--- config.mk ---
export PLATFORM = sky130hd
export DESIGN_NAME = zx_line_fetch_flat
export DESIGN_NICKNAME = d
export VERILOG_FILES = /design/src/rtl/zx_line_fetch_if.sv /design/src/rtl/zx_line_fetch.sv /design/src/flat_wrapper.sv
export SDC_FILE = /design/constraint.sdc
export NUM_CORES = 1
export LEC_CHECK = 0
export CAP_MARGIN = 25
export CORE_UTILIZATION = 43
export CTS_BUF_LIST = sky130_fd_sc_hd__clkbuf_8
export CTS_CLUSTER_SIZE = 25
export DETAILED_ROUTE_END_ITERATION = 10
export PLACE_DENSITY = 0.63
export SYNTH_ARGS = -nofsm -noshare
export SYNTH_HDL_FRONTEND = slang
export SYNTH_SLANG_ARGS = --single-unit
--- constraint.sdc ---
create_clock -name clk -period 4.6 [get_ports clk]
set_input_delay 1.15 -clock clk [delete_from_list [all_inputs] [get_ports clk]]
set_output_delay 1.15 -clock clk [all_outputs]
set_load 0.01 [all_outputs]
--- src/rtl/zx_line_fetch_if.sv ---
// Video memory read bus used by the ZX line fetcher.
//
// Signals:
//   req  - read request, held while a read is outstanding
//   addr - 13-bit byte offset within the screen page
//   ack  - read complete; data is valid in the same cycle
//   data - read data byte
//
// The fetcher is the master. The video memory arbiter is the slave.
interface zx_line_fetch_if;
    logic        req;
    logic [12:0] addr;
    logic        ack;
    logic [7:0]  data;

    modport master (
        output req,
        output addr,
        input  ack,
        input  data
    );

    modport slave (
        input  req,
        input  addr,
        output ack,
        output data
    );
endinterface

--- src/rtl/zx_line_fetch.sv ---
// ZX Spectrum line-buffered screen fetcher.
//
// While one scan line is being displayed, this block reads the bitmap and
// attribute bytes for the next line into one half of a double line buffer.
// Each line has 32 bitmap and 32 attribute bytes. The display side converts
// the other half into 4-bit-per-channel RGB, one pixel per pix_req. It applies
// border, bright and flash decoding.
//
// Ports:
//   clk, rst            - pixel clock; synchronous active-high reset
//   frame_start         - one-cycle pulse per frame; advances the flash counter
//   line_start          - one-cycle pulse per output line; swaps banks, starts fetch
//   line_num, line_vis  - line to fetch and fetch enable, sampled on line_start
//   mem                 - video memory read bus (req/addr/ack/data)
//   pix_req             - consumer takes the next pixel
//   border              - border colour, GRB order
//   pix_r/g/b           - registered pixel colour
//   underrun            - sticky flag, set when a fetch is cut short by line_start
module zx_line_fetch #(
    parameter logic [3:0] BORDER_LVL = 4'hA,
    parameter logic [3:0] BRIGHT_LVL = 4'hF
) (
    input  logic                   clk,
    input  logic                   rst,
    input  logic                   frame_start,
    input  logic                   line_start,
    input  logic [7:0]             line_num,
    input  logic                   line_vis,
    zx_line_fetch_if.master        mem,
    input  logic                   pix_req,
    input  logic [2:0]             border,
    output logic [3:0]             pix_r,
    output logic [3:0]             pix_g,
    output logic [3:0]             pix_b,
    output logic                   underrun
);

    typedef enum logic [1:0] {IDLE, BMP, ATTR, DONE} state_t;

    state_t      state;
    state_t      state_next;
    logic        wbank;
    logic [1:0]  valid;
    logic [4:0]  col;
    logic [7:0]  y;

    logic [7:0]  bmp_mem  [2][32];
    logic [7:0]  attr_mem [2][32];

    logic        fetch_en;
    logic        abort;
    logic        bmp_we;
    logic        attr_we;
    logic        fetch_done;

    logic [8:0]  pix_idx;
    logic [4:0]  flash_cnt;

    logic [8:0]  cur_p;
    logic        rd_bank;
    logic [7:0]  rd_bmp;
    logic [7:0]  rd_attr;
    logic        rd_bit;
    logic        ink_on;
    logic [2:0]  col_idx;
    logic [3:0]  col_lvl;

    // The ZX screen holds only 192 lines; anything beyond is never fetched.
    assign fetch_en = line_vis && (line_num < 8'd192);

    // Fetch state register.
    always_ff @(posedge clk) begin
        if (rst) begin
            state <= IDLE;
        end else begin
            state <= state_next;
        end
    end

    // Next-state logic. line_start overrides everything. An ack that lands in
    // the same cycle is dropped, because that bank is about to be displayed.
    always_comb begin
        state_next = state;
        abort      = 1'b0;
        bmp_we     = 1'b0;
        attr_we    = 1'b0;
        fetch_done = 1'b0;
        if (line_start) begin
            abort      = (state == BMP) || (state == ATTR);
            state_next = fetch_en ? BMP : IDLE;
        end else begin
            unique case (state)
                BMP: begin
                    if (mem.ack) begin
                        bmp_we     = 1'b1;
                        state_next = ATTR;
                    end
                end
                ATTR: begin
                    if (mem.ack) begin
                        attr_we = 1'b1;
                        if (col == 5'd31) begin
                            fetch_done = 1'b1;
                            state_next = DONE;
                        end else begin
                            state_next = BMP;
                        end
                    end
                end
                default: begin
                end
            endcase
        end
    end

    // Request and address decode straight from the state register.
    // The address therefore cannot move while a read is pending.
    // The bitmap address interleaves the line number ZX-style:
    // third, pixel row, character row, column.
    always_comb begin
        mem.req  = 1'b0;
        mem.addr = 13'h0000;
        unique case (state)
            BMP: begin
                mem.req  = 1'b1;
                mem.addr = {y[7:6], y[2:0], y[5:3], col};
            end
            ATTR: begin
                mem.req  = 1'b1;
                mem.addr = 13'h1800 + {3'b000, y[7:3], col};
            end
            default: begin
            end
        endcase
    end

    // Bank bookkeeping. The bank about to be written loses its valid bit at
    // line start. An aborted or disabled line therefore shows as border.
    always_ff @(posedge clk) begin
        if (rst) begin
            wbank    <= 1'b0;
            valid    <= 2'b00;
            col      <= 5'd0;
            y        <= 8'd0;
            underrun <= 1'b0;
        end else if (line_start) begin
            wbank         <= ~wbank;
            valid[~wbank] <= 1'b0;
            col           <= 5'd0;
            y             <= line_num;
            if (abort) begin
                underrun <= 1'b1;
            end
        end else if (attr_we) begin
            if (fetch_done) begin
                valid[wbank] <= 1'b1;
            end else begin
                col <= col + 5'd1;
            end
        end
    end

    // Line buffer storage. The contents need no reset; the valid bits guard them.
    always_ff @(posedge clk) begin
        if (bmp_we) begin
            bmp_mem[wbank][col] <= mem.data;
        end
        if (attr_we) begin
            attr_mem[wbank][col] <= mem.data;
        end
    end

    // A pixel requested in the same cycle as line_start already belongs to
    // the new line. It uses index 0 and the bank that has just finished loading.
    always_comb begin
        cur_p   = line_start ? 9'd0 : pix_idx;
        rd_bank = line_start ? wbank : ~wbank;
        rd_bmp  = bmp_mem[rd_bank][cur_p[7:3]];
        rd_attr = attr_mem[rd_bank][cur_p[7:3]];
        rd_bit  = rd_bmp[3'd7 - cur_p[2:0]];
        ink_on  = rd_bit ^ (rd_attr[7] & flash_cnt[4]);
        col_idx = border;
        col_lvl = BORDER_LVL;
        if (!cur_p[8] && valid[rd_bank]) begin
            col_idx = ink_on ? rd_attr[2:0] : rd_attr[5:3];
            col_lvl = rd_attr[6] ? BRIGHT_LVL : BORDER_LVL;
        end
    end

    // Display side. The pixel index saturates at 256, so pixels past the end
    // of the line fall back to border. Colour outputs hold between requests.
    always_ff @(posedge clk) begin
        if (rst) begin
            pix_idx   <= 9'd256;
            flash_cnt <= 5'd0;
            pix_r     <= 4'h0;
            pix_g     <= 4'h0;
            pix_b     <= 4'h0;
        end else begin
            if (frame_start) begin
                flash_cnt <= flash_cnt + 5'd1;
            end
            if (pix_req) begin
                pix_g   <= col_idx[2] ? col_lvl : 4'h0;
                pix_r   <= col_idx[1] ? col_lvl : 4'h0;
                pix_b   <= col_idx[0] ? col_lvl : 4'h0;
                pix_idx <= cur_p[8] ? 9'd256 : cur_p + 9'd1;
            end else if (line_start) begin
                pix_idx <= 9'd0;
            end
        end
    end

endmodule

--- src/flat_wrapper.sv ---
// flat-port wrapper written by rule: the top's interface ports become plain ports
module zx_line_fetch_flat 
#(
    parameter logic [3:0] BORDER_LVL = 4'hA,
    parameter logic [3:0] BRIGHT_LVL = 4'hF
)
  (clk, rst, frame_start, line_start, line_num, line_vis, pix_req, border, pix_r, pix_g, pix_b, underrun, mem_req, mem_addr, mem_ack, mem_data);
  zx_line_fetch_if mem_i ();
  input  logic clk;
  input  logic rst;
  input  logic frame_start;
  input  logic line_start;
  input  logic [7:0] line_num;
  input  logic line_vis;
  input  logic pix_req;
  input  logic [2:0] border;
  output logic [3:0] pix_r;
  output logic [3:0] pix_g;
  output logic [3:0] pix_b;
  output logic underrun;
  output wire logic [$bits(mem_i.req)-1:0] mem_req;
  output wire logic [$bits(mem_i.addr)-1:0] mem_addr;
  input wire logic [$bits(mem_i.ack)-1:0] mem_ack;
  input wire logic [$bits(mem_i.data)-1:0] mem_data;
  assign mem_req = mem_i.req;
  assign mem_addr = mem_i.addr;
  assign mem_i.ack = mem_ack;
  assign mem_i.data = mem_data;
  zx_line_fetch #(.BORDER_LVL(BORDER_LVL), .BRIGHT_LVL(BRIGHT_LVL)) u_core (.clk(clk), .rst(rst), .frame_start(frame_start), .line_start(line_start), .line_num(line_num), .line_vis(line_vis), .mem(mem_i), .pix_req(pix_req), .border(border), .pix_r(pix_r), .pix_g(pix_g), .pix_b(pix_b), .underrun(underrun));
endmodule
==> impl_results.md <==
- GR Layer Usage met2: 35.87%
- Met1 Usage GRT: 32.49%
- Top cells by count, synth: edfxtp_1, mux2i_1, nor2_1
- Die width: 318.5 um
- Post-synth EDFFs: 1024
- Final period util: 94.12%
- Total of max-cap violations: 0
- Syn Inst Count: 2465
- CORE AREA: 98850 um^2
- PwrDens: 387.7 nW/um^2
- Final core occ: 50.12%
- Nets: 2803
- Register bit count reported by yosys: 1063
- Largest net degree at the start of global routing: 129
- Synthesis-to-finish area growth: 15.04%
- Area after DPL: 46370 um^2
- Top post-synthesis cells by area: edfxtp_1, mux4_2, mux2i_1
- H-tree depth: 4
- Post-CTS resize count: 0
- CP Class: reg -> out
- Power Total: 19.21 mW
- IO Count: 53
- Die height: 318.5 um
- Leakage: 16.01 nW
- Count of final setup violators: 0
- Clk sinks: 1063
- Antenna violations before repair: 1
- Yosys warnings: 0
- Syn Area/Cell: 17.47 um^2
- Max-slew violation count: 0
- Global route hottest layer: met2
- Num CTS Buffers: 165
- Worst setup EP type: output port
- Worst setup margin: 270.5 ps
- First-pass GRT wire length: 170000 um
- Routed wire length per instance: 27.72 um
- VDD IR-drop max: 304.5 uV
- Vias per cell: 5.875
- Hold_ws: 464.8 ps
- Synth area leader: edfxtp_1
- DRT Wirelength: 116100 um
- Residual DRC: 0
- Worst-Skew Late Latency: 850 ps
- Post-Syn Area: 43070 um^2
- Total Neg Setup Slack: 0 ps
- TritonRoute pass-1 iters: 6
- Unrepaired setup endpoints after global routing: false
- CP Launch Type: flip-flop
- Count leader, synth: edfxtp_1
- CTS Hold Bufs: 0
- Skew final: 42.79 ps
- Least-Margin Pin Slew: 1067 ps
- Hold WC Path Type: reg -> reg
- Number of distinct library cells after synthesis: 78
- Number of global-route vias before repair: 24801
- Placed Cells: 3887
- Required time of the critical path: 3450 ps
- Flop-to-flop setup slack: 440 ps
- Async set or reset register ratio after synthesis: 0%
- Dpl ws: -78.48 ps
- Post-detail-place hpwl: 75410 um
- Critical Path AT: 3180 ps
- Global placer's final weighted congestion: 0.9501
- Yosys top cell area share: 71.40%
- Synthesized Nets: 2500
- Row count: 115
- Post-layout min period: 4330 ps
- DRT iter0 DRCs: 3079
- Routed via count: 24612
- Max Clock Freq: 0.2310 GHz
- # Post-CTS Setup Buffers: 0
- Largest buffer count on any clock path: 3
- Port Buffer Count: 52
- Clk root buf: clkbuf_8
- Total congestion overflow: 0
- Starting Density: 43.57%
- ANT nets after route: 0
- Status: finished clean
- Finished Layout Cells: 4189
- CTS tree: yes
- Sequential share of the synthesized area: 73.21%
- Layout cells sized above 1: 23.23%
- Main synth FF type: edfxtp_1
- Critical path fanouts, max: 8
- Met3 usage: 4.318%
- Gr usage total: 22.88%
- Final instance area: 49540 um^2
- Die ar.: 101400 um^2
- Hold violation total from the final report: 0
- Clock slew at reported path FFs: 60 ps
- Slew headroom: 28.68%
worst paths after layout:
| kind | start | endpoint | cells past startpoint |
|---|---|---|---|
| worst max-delay path | u_core.state[0] | mem_addr[4] | 6 |
| worst min-delay path | u_core.underrun | u_core.underrun | 2 |
| worst max register to register | u_core.pix_idx[4] | u_core.pix_g[1] | 12 |
| worst min register to register | u_core.underrun | u_core.underrun | 2 |
routing by layer:
layer	part of all wire, %	vias to the layer above
met1	42	12641
met2	47	1238
met3	8.1	205
li1	-	10528
met4	2.4	0
met5	0	-
layout by cell type, fill, tap and decap left out, types with 34 or more instances in the layout:
cell / instances
mux4_2: 152
edfxtp_1: 1024
nand2_1: 135
inv_1: 58
dfxtp_1: 36
clkinv_1: 34
clkdlybuf4s50_1: 43
mux2i_1: 217
a21oi_1: 67
clkbuf_8: 172
nor2_1: 212
o22ai_1: 43
buf_4: 239
report_power, final:
group	internal, mW	total (mW)	switching [mW]
sequential	10.6	10.6	0.0308
combinational	0.405	1.02	0.617
clock	3.81	7.54	3.73
cell type report:
cell class                      instances  area [um^2]
Clock inverter                        128        774.5
Sequential cell                      1063        31540
Timing Repair Buffer                  300         2600
Clock buffer                          172         2367
Multi-Input combinational cell       1226        10600
Tap cell                             1287         1610
Inverter                               12        45.04
Fill cell                            7975        49310
Antenna cell                            1        2.502
logic make-up after synthesis:
group	Yosys count	synth area share [%]
AO/OA/AOI/OAI	325	5.381
XOR/XNOR	14	0.3196
adder cells (fa/ha/maj)	9	0.2615
buffers and inverters	176	2.284
flip-flops	1063	73.21
multiplexers	388	13.49
AND/OR/NAND/NOR	490	5.052
sequential cells by signal, summed over array words and instances, names as in the netlist:
register          cells
u_core.pix_g          2
u_core.wbank          1
u_core.pix_r          2
u_core.pix_idx        9
u_core.state          2
u_core.valid          2
u_core.pix_b          2
u_core.underrun       1
u_core.flash_cnt      5
u_core.bmp_mem      512
u_core.attr_mem     512
u_core.y              8
u_core.col            5
worst max-delay path: stages, from the launching register on:
cell,delay (ps)
dfxtp_1,330
inv_1,60
ha_1,310
nor2_1,110
nor2_1,540
and2_1,400
clkdlybuf4s50_1,600
Power figures use the tool's default switching activity.
